==> src/rtl/cdb_pkg.sv <==
// Shared constants for the common-data-bus arbiter: bus widths, producer tag codes
// and requester index assignments.
package cdb_pkg;

    localparam int UNIT_SIZE = 8;
    localparam int WORD_SIZE = 32;

    localparam logic [7:0] TAG_LW_BASE  = 8'h80;
    localparam logic [7:0] TAG_ADD_BASE = 8'hA0;
    localparam logic [7:0] TAG_MUL_BASE = 8'hC0;
    localparam logic [7:0] TAG_MV_READY = 8'h7F;

    localparam int REQ_LW  = 0;
    localparam int REQ_ADD = 1;
    localparam int REQ_MUL = 2;
    localparam int REQ_MV  = 3;

    // Next round-robin position after index idx, wrapping at n.
    function automatic int unsigned wrap_inc(input int unsigned idx, input int unsigned n);
        return (idx + 32'd1 >= n) ? 32'd0 : idx + 32'd1;
    endfunction

endpackage

==> src/rtl/cdb_arbiter_rr_picker.sv <==
// Combinational rotate-priority picker: first set request at or after ptr, modulo NUM_REQ.
module rr_picker #(
    parameter int NUM_REQ = 4,
    parameter int PW      = 2
) (
    input  logic [NUM_REQ-1:0] req,
    input  logic [PW-1:0]      ptr,
    output logic [NUM_REQ-1:0] grant,
    output logic [PW-1:0]      idx
);

    logic found_s;

    // Scan from ptr upward and keep the first hit.
    always_comb begin
        grant   = '0;
        idx     = '0;
        found_s = 1'b0;
        for (int i = 0; i < NUM_REQ; i++) begin
            if (!found_s && req[(int'(ptr) + i) % NUM_REQ]) begin
                grant[(int'(ptr) + i) % NUM_REQ] = 1'b1;
                idx     = PW'((int'(ptr) + i) % NUM_REQ);
                found_s = 1'b1;
            end else begin
                found_s = found_s;
            end
        end
    end

endmodule

==> src/rtl/cdb_arbiter.sv <==
// Single-owner CDB: round-robin grant over result producers, registered broadcast.
// Optional aging override is built when CDB_ARB_AGE_EN is defined.
module cdb_arbiter #(
    parameter int NUM_REQ   = 4,
    parameter int UNIT_SIZE = 8,
    parameter int WORD_SIZE = 32,
    parameter int MAX_WAIT  = 7
) (
    input  logic                           clk,
    input  logic                           rst_n,
    input  logic [NUM_REQ-1:0]             req_valid,
    input  logic [NUM_REQ*UNIT_SIZE-1:0]   req_tag,
    input  logic [NUM_REQ*WORD_SIZE-1:0]   req_data,
    output logic [NUM_REQ-1:0]             req_ready,
    output logic                           cdb_valid,
    output logic [UNIT_SIZE-1:0]           cdb_tag,
    output logic [WORD_SIZE-1:0]           cdb_data
);
    import cdb_pkg::*;

    localparam int PW = (NUM_REQ > 1) ? $clog2(NUM_REQ) : 1;

    logic [PW-1:0]      rr_ptr_r;
    logic [NUM_REQ-1:0] rr_grant_s;
    logic [PW-1:0]      rr_idx_s;
    logic [NUM_REQ-1:0] grant_s;
    logic [PW-1:0]      win_idx_s;
    logic               any_grant_s;

    rr_picker #(
        .NUM_REQ (NUM_REQ),
        .PW      (PW)
    ) u_picker (
        .req   (req_valid),
        .ptr   (rr_ptr_r),
        .grant (rr_grant_s),
        .idx   (rr_idx_s)
    );

`ifdef CDB_ARB_AGE_EN
    localparam int CW = $clog2(MAX_WAIT + 1);

    logic [CW-1:0] wait_cnt_r [NUM_REQ];
    logic          age_hit_s;
    logic [PW-1:0] age_idx_s;

    // Aged requester override; descending scan leaves the lowest index winning.
    always_comb begin
        age_hit_s = 1'b0;
        age_idx_s = '0;
        for (int i = NUM_REQ - 1; i >= 0; i--) begin
            if (req_valid[i] && (int'(wait_cnt_r[i]) >= MAX_WAIT)) begin
                age_hit_s = 1'b1;
                age_idx_s = PW'(i);
            end else begin
                age_hit_s = age_hit_s;
            end
        end
        grant_s   = '0;
        win_idx_s = '0;
        if (age_hit_s) begin
            grant_s[age_idx_s] = 1'b1;
            win_idx_s          = age_idx_s;
        end else begin
            grant_s   = rr_grant_s;
            win_idx_s = rr_idx_s;
        end
    end

    // Saturating per-requester wait counters.
    always_ff @(posedge clk or negedge rst_n) begin
        if (!rst_n) begin
            for (int i = 0; i < NUM_REQ; i++) begin
                wait_cnt_r[i] <= '0;
            end
        end else begin
            for (int i = 0; i < NUM_REQ; i++) begin
                if (!req_valid[i] || grant_s[i]) begin
                    wait_cnt_r[i] <= '0;
                end else if (int'(wait_cnt_r[i]) < MAX_WAIT) begin
                    wait_cnt_r[i] <= wait_cnt_r[i] + CW'(1);
                end else begin
                    wait_cnt_r[i] <= wait_cnt_r[i];
                end
            end
        end
    end
`else
    // Pure round-robin selection.
    always_comb begin
        grant_s   = rr_grant_s;
        win_idx_s = rr_idx_s;
    end
`endif

    assign req_ready   = grant_s;
    assign any_grant_s = |grant_s;

    // CDB broadcast register and round-robin pointer.
    always_ff @(posedge clk or negedge rst_n) begin
        if (!rst_n) begin
            cdb_valid <= 1'b0;
            cdb_tag   <= '0;
            cdb_data  <= '0;
            rr_ptr_r  <= '0;
        end else if (any_grant_s) begin
            cdb_valid <= 1'b1;
            cdb_tag   <= req_tag[int'(win_idx_s) * UNIT_SIZE +: UNIT_SIZE];
            cdb_data  <= req_data[int'(win_idx_s) * WORD_SIZE +: WORD_SIZE];
            rr_ptr_r  <= PW'(wrap_inc(32'(win_idx_s), NUM_REQ));
        end else begin
            cdb_valid <= 1'b0;
            cdb_tag   <= cdb_tag;
            cdb_data  <= cdb_data;
            rr_ptr_r  <= rr_ptr_r;
        end
    end

endmodule

==> config.mk <==
export PLATFORM = sky130hd
export DESIGN_NAME = cdb_arbiter
export DESIGN_NICKNAME = d
export VERILOG_FILES = /design/src/rtl/cdb_pkg.sv /design/src/rtl/cdb_arbiter_rr_picker.sv /design/src/rtl/cdb_arbiter.sv
export SDC_FILE = /design/constraint.sdc
export NUM_CORES = 1
export LEC_CHECK = 0
export CAP_MARGIN = 0
export CORE_AREA = 4 4 80 82
export DETAILED_ROUTE_END_ITERATION = 16
export DIE_AREA = 0 0 84 86
export DONT_BUFFER_PORTS = 1
export GPL_ROUTABILITY_DRIVEN = 0
export PLACE_DENSITY = 0.74
export SLEW_MARGIN = 15
export SYNTH_ARGS = -nofsm -noshare
export SYNTH_HDL_FRONTEND = slang
export SYNTH_SLANG_ARGS = --single-unit
==> constraint.sdc <==
create_clock -name clk -period 4.55 [get_ports clk]
set_clock_uncertainty 0.15 [all_clocks]
set_input_delay 0.91 -clock clk [delete_from_list [all_inputs] [get_ports clk]]
set_output_delay 0.91 -clock clk [all_outputs]
set_load 0.05 [all_outputs]
# == Yosys cells after proc, flatten, opt, wreduce, memory -nomap -nowiden ==
# Index checks and enable logic that the tools add are counted.
# op_classes
magnitude_cmp,9
n_bitwise,6
n_shift,2
addsub,4
n_reduce_logical,14
mux,32
# op_table
cell,count
variable part select 128 x 8 -> 32 bit,1
variable part select 32 x 6 -> 8 bit,1
two-way mux 4 bit,4
two-way mux 1 bit,15
< comparator 3 x 4 -> 1 bit (second input constant),3
bitwise OR 4 bit,3
two-way mux 2 bit,5
>= comparator 3 x 1 -> 1 bit (second input constant),3
binary-select mux 1 bit (select 2 bit),4
demux 1 bit (select 2 bit),4
logical AND 1 bit,7
OR reduction 2 bit,3
adder 2 bit (second input constant),2
OR reduction 4 bit,1
adder 2 x 1 -> 3 bit (second input constant),1
AND 1 bit (first input constant),3
>= comparator 3 bit (second input constant),1
zero test 1 bit,3
< comparator 2 x 3 -> 1 bit (second input constant),1
adder 2 x 1 -> 2 bit (second input constant),1
>= comparator 2 x 1 -> 1 bit (second input constant),1
# word_totals
register_bits,43
elab_cells,71
inputBits,166
out_inout_bits,45

# == Depth between registers and ports, before layout ==
# Gate-level depths: netlist (run 1).
# logic_depth
depth_word,17
mapped_depth,11
ltp_nobuf,8

# == By module ==
# A second synthesis (run 1) with hierarchy kept.
# hier_totals
hier_cells,207
hier_area_um2,3096.7
# modules_own_cells
module,instances,cells_each,area_per_inst_um2
cdb_arbiter,1,142,2607.5
rr_picker,1,65,489.2

# == Worst setup path after synthesis (run 1) ==
# OpenSTA, ideal clock, no wires.
# synth_path
kind,flip-flop to output port
start,reg rr_ptr_r[0]
end,out req_ready[1]
stages_incl_launch_ff,9
path_buffers,2
setup_slack_ns,1.040
required_ns,3.490
arrival_ns,2.450
path_cell_list,dfrtp_1 -> buf_2 -> inv_1 -> ha_1 -> mux4_2 -> buf_6 -> nand3b_1 -> a21oi_1 -> a21o_1
# synth_between
elab_chain_len,13
elab_cells_between_ends,56
# synth_rtl
element,line_no,text
"start, declared",cdb_arbiter.sv:23,logic [PW-1:0] rr_ptr_r;
"start signal, assigned",cdb_arbiter.sv:110,"rr_ptr_r <= PW'(wrap_inc(32'(win_idx_s), NUM_REQ));"
"start signal, assigned",cdb_arbiter.sv:115,rr_ptr_r <= rr_ptr_r;
adder 2 x 1 -> 2 bit,"cdb_arbiter_rr_picker.sv:20, cdb_arbiter_rr_picker.sv:21",
OR reduction 2 bit (no source line),-,
AND 1 bit (no source line),-,
< comparator 3 x 4 -> 1 bit (implied by the code) or >= comparator 3 x 1 -> 1 bit (tied branches),cdb_arbiter_rr_picker.sv:21,grant[(int'(ptr) + i) % NUM_REQ] = 1'b1;
logical AND 1 bit (implied by the code),cdb_arbiter_rr_picker.sv:21,
two-way mux 1 bit (implied by the code),cdb_arbiter_rr_picker.sv:21,
demux 1 bit (select 2 bit),-,
bitwise OR 4 bit (no source line),-,
two-way mux 4 bit,cdb_arbiter_rr_picker.sv:20,if (!found_s && req[(int'(ptr) + i) % NUM_REQ]) begin
bitwise OR 4 bit (no source line),-,
two-way mux 4 bit,cdb_arbiter_rr_picker.sv:20,
bitwise OR 4 bit (no source line),-,
two-way mux 4 bit (*),cdb_arbiter_rr_picker.sv:20,
"end, declared",cdb_arbiter.sv:14,"output logic [NUM_REQ-1:0] req_ready,"
# Every way passes the cells marked *; elsewhere a longest branch is shown, timed or not. The select of a mux whose other input is x is not followed.

# == Final worst setup path (run 1) ==
# layout_path
start,reg rr_ptr_r[0]
end,out req_ready[0]
# The elaborated chain is that of the path after synthesis.

==> results of run 1 <==
==> cells in the mapped netlist, types with 3 or more instances <==
cell type   n  area [um2]
mux2_4     37         556
ha_1        6        75.1
buf_2      10        50.1
dfrtp_1    43        1080
mux2i_1     5        50.1
nor2b_1     3        18.8
mux4_2     25         563
nand3b_1    5        37.5
nand2_1     5        18.8
mux4_1     18         473
a21oi_1     8        40.0
inv_1       3        11.3
buf_6       6        67.6
a21o_1      3        22.5
==> layer usage <==
metal  routed length, um  track usage  share of wire
met4                 280       0.0877          0.031
met2                4530        0.408           0.51
met3                1010        0.102           0.11
met1                3120        0.288           0.35
met5                  13            0         0.0015
==> path summary, 6_finish.rpt <==
check | start | end | slack [ns]
max in group asynchronous | rst_n | rr_ptr_r[0]$_DFFE_PN0P_ | 4.01
hold / removal | rst_n | cdb_data[24]$_DFFE_PN0P_ | 0.15
setup reg to reg | rr_ptr_r[0]$_DFFE_PN0P_ | cdb_data[15]$_DFFE_PN0P_ | 0.50
setup / recovery | rr_ptr_r[0]$_DFFE_PN0P_ | req_ready[0] | 0.33
min in group clk | rr_ptr_r[1]$_DFFE_PN0P_ | rr_ptr_r[1]$_DFFE_PN0P_ | 0.74
hold reg to reg | rr_ptr_r[1]$_DFFE_PN0P_ | rr_ptr_r[1]$_DFFE_PN0P_ | 0.74
==> layout make-up <==
type / count / area, um2
Clock buffer: 5 / 68.8
Clock inverter: 3 / 20.0
Fill cell: 440 / 2300
Inverter: 3 / 11.3
Multi-Input combinational cell: 143 / 2120
Sequential cell: 43 / 1080
Tap cell: 75 / 93.8
Timing Repair Buffer: 4 / 50.0
==> logic make-up after synthesis <==
kind of cell | Yosys count | share of synthesized area
and+or+nand+nor | 29 | 0.0589
xor gates and xnor gates | 1 | 0.00264
muxes | 88 | 0.505
DFF | 43 | 0.324
adders and majority gates | 6 | 0.0226
AOI/OAI and AO/OA | 19 | 0.0464
buffers and inverters | 20 | 0.0400
==> registers in the layout, indices dropped and copies added (netlist names) <==
register   count
cdb_tag        8
rr_ptr_r       2
cdb_data      32
cdb_valid      1
==> per-stage QoR <==
step	std cells	util	hold WS, ns
2_1_floorplan	206	-	0.464
3_3_place_gp	267	0.579	0.465
3_5_place_dp	267	0.579	0.465
4_1_cts	275	0.594	0.131
5_1_grt	276	0.599	0.128
6_report	276	0.599	0.146
==> worst max-delay path: stages, from the launching register on <==
cell,delay (ns)
dfrtp_1,0.74
inv_1,0.24
ha_1,0.47
mux4_2,0.47
nand3b_1,0.22
a21oi_1,0.31
a21o_1,0.42
==> metrics.yaml, run 1 <==
timing:
  clock.fmax_mhz: 237
  maxSlewHeadroom: 0.477
  rsz0062_at_grt: "no"
  finalHoldViolations: 0
  finalSetupViolCount: 0
  period_share: 0.928
  timing.setup.tns_ns: 0
  tightest_slew_ns: 0.785
  drv_slew: 0
  finalCriticalPeriod_ns: 4.22
  fin_ws_ns: 0.330
cts:
  clockBufferDepth: 2
  postCtsSetupBuffers: 0
  numCtsBuffers: 5
  cts_resized: 0
  cts_root_buf: "clkbuf_8"
  cts_sinks: 43
  insertion_delay_ns: 0.29
  cts_max_level: 2
  clkTransAtPathRegs_ns: 0.09
  cts_tree: "yes"
  ctsHoldBuffers: 0
global_routing:
  grt_pass1_wl_mm: 13.5
  antenna_found_initial: 1
  grt_pass1_vias: 2266
  gr-total-overflow: 0
  grt.total_usage: 0.245
  grt_max_degree: 44
finish:
  diodes: 0
  area_delta_synth_final_pct: 3.77
  layout_commonest_cell: "dfrtp_1"
  final_cell_mix: "dfrtp_1 (43), mux2_4 (37), mux4_2 (25)"
  drive_gt1_frac: 0.423
  final_area_um2: 3440
  nNetsFinal: 372
logic_synthesis:
  synth-seq-cells: 43
  syn_inst: 206
  yosysWarnings: 0
  synth_nets: 378
  synthFlopType: "dfrtp_1"
  synth_area_um2: 3320
  synth_cell_types: 38
  avgSynthCellArea_um2: 16.1
  synth_edf_count: 0
  yosysSeqAreaShare: 0.324
  ys_async_sr_fraction: 1.00
floorplanning:
  start_util: 0.577
  rows: 28
  ioPinCount: 211
  core_um2: 5750
  dieWidth_um: 84
  die_area_um2: 7220
  die_h_um: 86
placed_design:
  postPlaceCellArea_um2: 3330
  hpwl_mm: 6.95
  dp_slack_ns: 0.482
  io_buffer_count: 0
routing:
  first_pass_iters: 4
  via_count: 2081
  drtIter0Drc: 144
  wire_per_inst_um: 32.4
  wl_mm: 8.95
  viasPerCell: 7.54
  drc_errors: 0
  ant_nets: 0
outcome:
  status: "finished, final reports clean"
hold_path:
  hold_path_class: "in2async"
worst_setup_path:
  start_kind: "register"
  crit_fanout: 18
  end_kind: "output port"
  worstPathArrival_ns: 3.16
  critPathKind: "reg2out"
  ff2ff_path_depth: 8
  cp.required_ns: 3.49
job:
  cap_viol_max_count: 0
Power of run 1 is not shown: default switching activity piles up to over one toggle a cycle in this logic, so the estimate is an artifact.
==> run 2: changes to the inputs <==
--- a/config.mk
+++ b/config.mk
@@ -6,13 +6,15 @@
 export NUM_CORES = 1
 export LEC_CHECK = 0
 export CAP_MARGIN = 0
-export CORE_AREA = 4 4 80 82
+export CORE_AREA = 4 4 79 81
 export DETAILED_ROUTE_END_ITERATION = 16
-export DIE_AREA = 0 0 84 86
+export DIE_AREA = 0 0 83 85
 export DONT_BUFFER_PORTS = 1
 export GPL_ROUTABILITY_DRIVEN = 0
-export PLACE_DENSITY = 0.74
+export PLACE_DENSITY = 0.71
+export REMOVE_ABC_BUFFERS = 1
 export SLEW_MARGIN = 15
 export SYNTH_ARGS = -nofsm -noshare
 export SYNTH_HDL_FRONTEND = slang
+export SYNTH_HIERARCHICAL = 1
 export SYNTH_SLANG_ARGS = --single-unit
==> metrics.yaml, run 2 <==
timing:
  maxSlewHeadroom: 0.486  # +0.00918
  finalSetupViolCount: 0  # unchanged
  period_share: 0.869  # -0.0585
  fin_ws_ns: 0.596  # +0.266 ns
  finalCriticalPeriod_ns: 3.95  # -0.266 ns
  clock.fmax_mhz: 253  # +6.7%
  tightest_slew_ns: 0.771  # -0.0138 ns
  drv_slew: 0  # unchanged
  rsz0062_at_grt: "no"
  finalHoldViolations: 0  # unchanged
  timing.setup.tns_ns: 0  # unchanged
  hold_ws_ns: 0.163  # +0.0177 ns
global_routing:
  gr-total-overflow: 0  # unchanged
  antenna_found_initial: 0  # -1
  grt_pass1_wl_mm: 12.7  # -6.4%
  grt_max_degree: 44  # unchanged
  grt.total_usage: 0.230  # -0.0153
  grt_pass1_vias: 2180  # -3.8%
finish:
  largestRegisters: "cdb_data x32, cdb_tag x8, rr_ptr_r x2"
  diodes: 0  # unchanged
  area_delta_synth_final_pct: 2.59
  final_util: 0.580  # -0.0186
  largest-register: "cdb_data"
  nNetsFinal: 371  # -0.27%
  fill_cells: 453  # +3.0%
  multi_input_area_um2: 1860  # -12%
  final_cell_mix: "mux4_2 (43), dfrtp_1 (43), mux2_2 (42)"
  seqCellArea_um2: 1080  # unchanged
  largest_reg_flops: 32  # unchanged
  drive_gt1_frac: 0.530  # +0.107
logic_synthesis:
  syn_inst: 207  # +0.49%
  synth_edf_count: 0  # unchanged
  synth-simple-area-share: 0.0513  # -0.00753
  synth_area_um2: 3100  # -6.6%
  yosysSeqAreaShare: 0.347  # +0.0231
  synth_commonest_cells: "dfrtp_1 (43), mux4_2 (43), mux2_2 (42)"
  synthFlopType: "dfrtp_1"
  yosysTopAreaCellShare: 0.347  # +0.0231
  synth-compound-area-share: 0.0493  # +0.00290
  synth_top_family_by_area: "multiplexers"
  synthAdderAreaFrac: 0.0242  # +0.00161
  synthMuxAreaShare: 0.472  # -0.0332
  yosysWarnings: 6  # +6
  synth_area_leaders: "dfrtp_1 (35%), mux4_2 (31%), mux2_2 (15%), buf_6 (3.6%), ha_1 (2.4%)"
  synth-xor-area-share: 0  # -0.00264
  synth_cell_types: 31  # -18%
  yosysTopAreaCell: "dfrtp_1"
  ys_async_sr_fraction: 1.00  # unchanged
  synth-seq-cells: 43  # unchanged
  avgSynthCellArea_um2: 15.0  # -7.1%
routing:
  wl_mm: 8.10  # -9.6%
  wl_met1_mm: 2.77  # -11%
  drtIter0Drc: 74  # -49%
  via_count: 1929  # -7.3%
  wire_per_inst_um: 29.8  # -8.2%
  ant_nets: 0  # unchanged
  dr_wl_met3_um: 729  # -28%
  route.met2.wl_mm: 4.45  # -1.8%
  top_layer: "met4"
  drc_errors: 0  # unchanged
  viasPerCell: 7.09  # -5.9%
  first_pass_iters: 4  # unchanged
worst_setup_path:
  start_kind: "register"
  path_cells: "inv_1 -> ha_1 -> mux4_2 -> or2_4 -> nor2b_4 -> a221o_2"
  end_kind: "output port"
  crit_fanout: 19  # +1
  crit_slowest_cell: "dfrtp_1"
  crit_family: "flip-flops"
  crit_buf_inv: 1  # unchanged
  worstPathArrival_ns: 2.89  # -0.27 ns
  max_stage_delay_ns: 0.74  # about the same
  critPathKind: "reg2out"
  cp.required_ns: 3.49  # about the same
floorplanning:
  start_util: 0.566  # -0.0115
  core_um2: 5470  # -4.7%
  dieWidth_um: 83  # -1.2%
  ioPinCount: 211  # unchanged
  die_area_um2: 7060  # -2.3%
  rows: 27  # -3.6%
  die_h_um: 85  # -1.2%
cts:
  numCtsBuffers: 5  # unchanged
  cts_max_level: 2  # unchanged
  postCtsSetupBuffers: 0  # unchanged
  cts_resized: 0  # unchanged
  clkTransAtPathRegs_ns: 0.08  # about the same
  cts_sinks: 43  # unchanged
  ctsHoldBuffers: 0  # unchanged
  insertion_delay_ns: 0.29  # about the same
  cts_tree: "yes"
  cts_root_buf: "clkbuf_8"
  clockBufferDepth: 2  # unchanged
outcome:
  status: "finished, final reports clean"
placed_design:
  hpwl_mm: 6.67  # -4.0%
  dp_slack_ns: 0.776  # +0.294 ns
  io_buffer_count: 0  # unchanged
job:
  cap_viol_max_count: 0  # unchanged
hold_path:
  hold_path_class: "in2async"
-- run 2: cell types whose count changed after synthesis, sizes merged, moves of 2 or more --
cell    change
a221o       +4
nor2b       -2
buf         -3
clkbuf      +6
a21o        -3
nand2       +4
a21oi       -9
mux2i       -3
a31oi       +2
o21ai       +6
nor2        +3
nand3b      -5
mux2        +2
-- run 2: path summary, 6_finish.rpt --
path	from	end	slack, ns	cells after the start
max	rr_ptr_r[0]$_DFFE_PN0P_	req_ready[1]	0.60	6
min	rst_n	cdb_data[11]$_DFFE_PN0P_	0.16	0
max reg2reg	rr_ptr_r[0]$_DFFE_PN0P_	cdb_data[14]$_DFFE_PN0P_	0.72	8
min reg2reg	rr_ptr_r[1]$_DFFE_PN0P_	rr_ptr_r[1]$_DFFE_PN0P_	0.75	1
max in group asynchronous	rst_n	cdb_data[19]$_DFFE_PN0P_	3.99	0
min in group clk	rr_ptr_r[1]$_DFFE_PN0P_	rr_ptr_r[1]$_DFFE_PN0P_	0.75	1
-- run 2: cell families after synthesis --
| kind of cell | count (synthesis) |
|---|---|
| AO/OA/AOI/OAI | 21 |
| adder cells (fa/ha/maj) | 6 |
| buffers and inverters | 24 |
| flip-flops | 43 |
| multiplexers | 87 |
| AND/OR/NAND/NOR | 26 |
-- run 2: metrics by stage --
| step | instances | area (um2) |
|---|---|---|
| CTS | 272 | 3180 |
| finish | 272 | 3180 |
| floorplan | 187 | 2940 |
| global placement | 264 | 3100 |
| detailed placement | 264 | 3100 |
| global route | 272 | 3180 |
-- run 2: worst register-to-register path, delay by kind of cell, from the launching register on --
| family | cells | cell delay [ns] |
|---|---|---|
| multiplexers | 2 | 0.85 |
| AO/OA/AOI/OAI | 3 | 0.98 |
| buffers and inverters | 2 | 0.56 |
| flip-flops | 1 | 0.74 |
| adder cells (fa/ha/maj) | 1 | 0.44 |
-- run 2: layout make-up --
type / count / area share
multi-input combinational: 140 / 0.587
timing repair buffer: 5 / 0.0158
clock inverter: 1 / 0.00158
sequential: 43 / 0.339
inverter: 4 / 0.00473
tap: 72 / 0.0284
clock buffer: 7 / 0.0240
-- run 2: metal layers --
metal	up-vias	track usage
li1	807	-
met1	987	0.265
met2	121	0.403
met3	14	0.0845
met4	0	0.0669
met5	-	0
Power of run 2 is left out for the same reason.
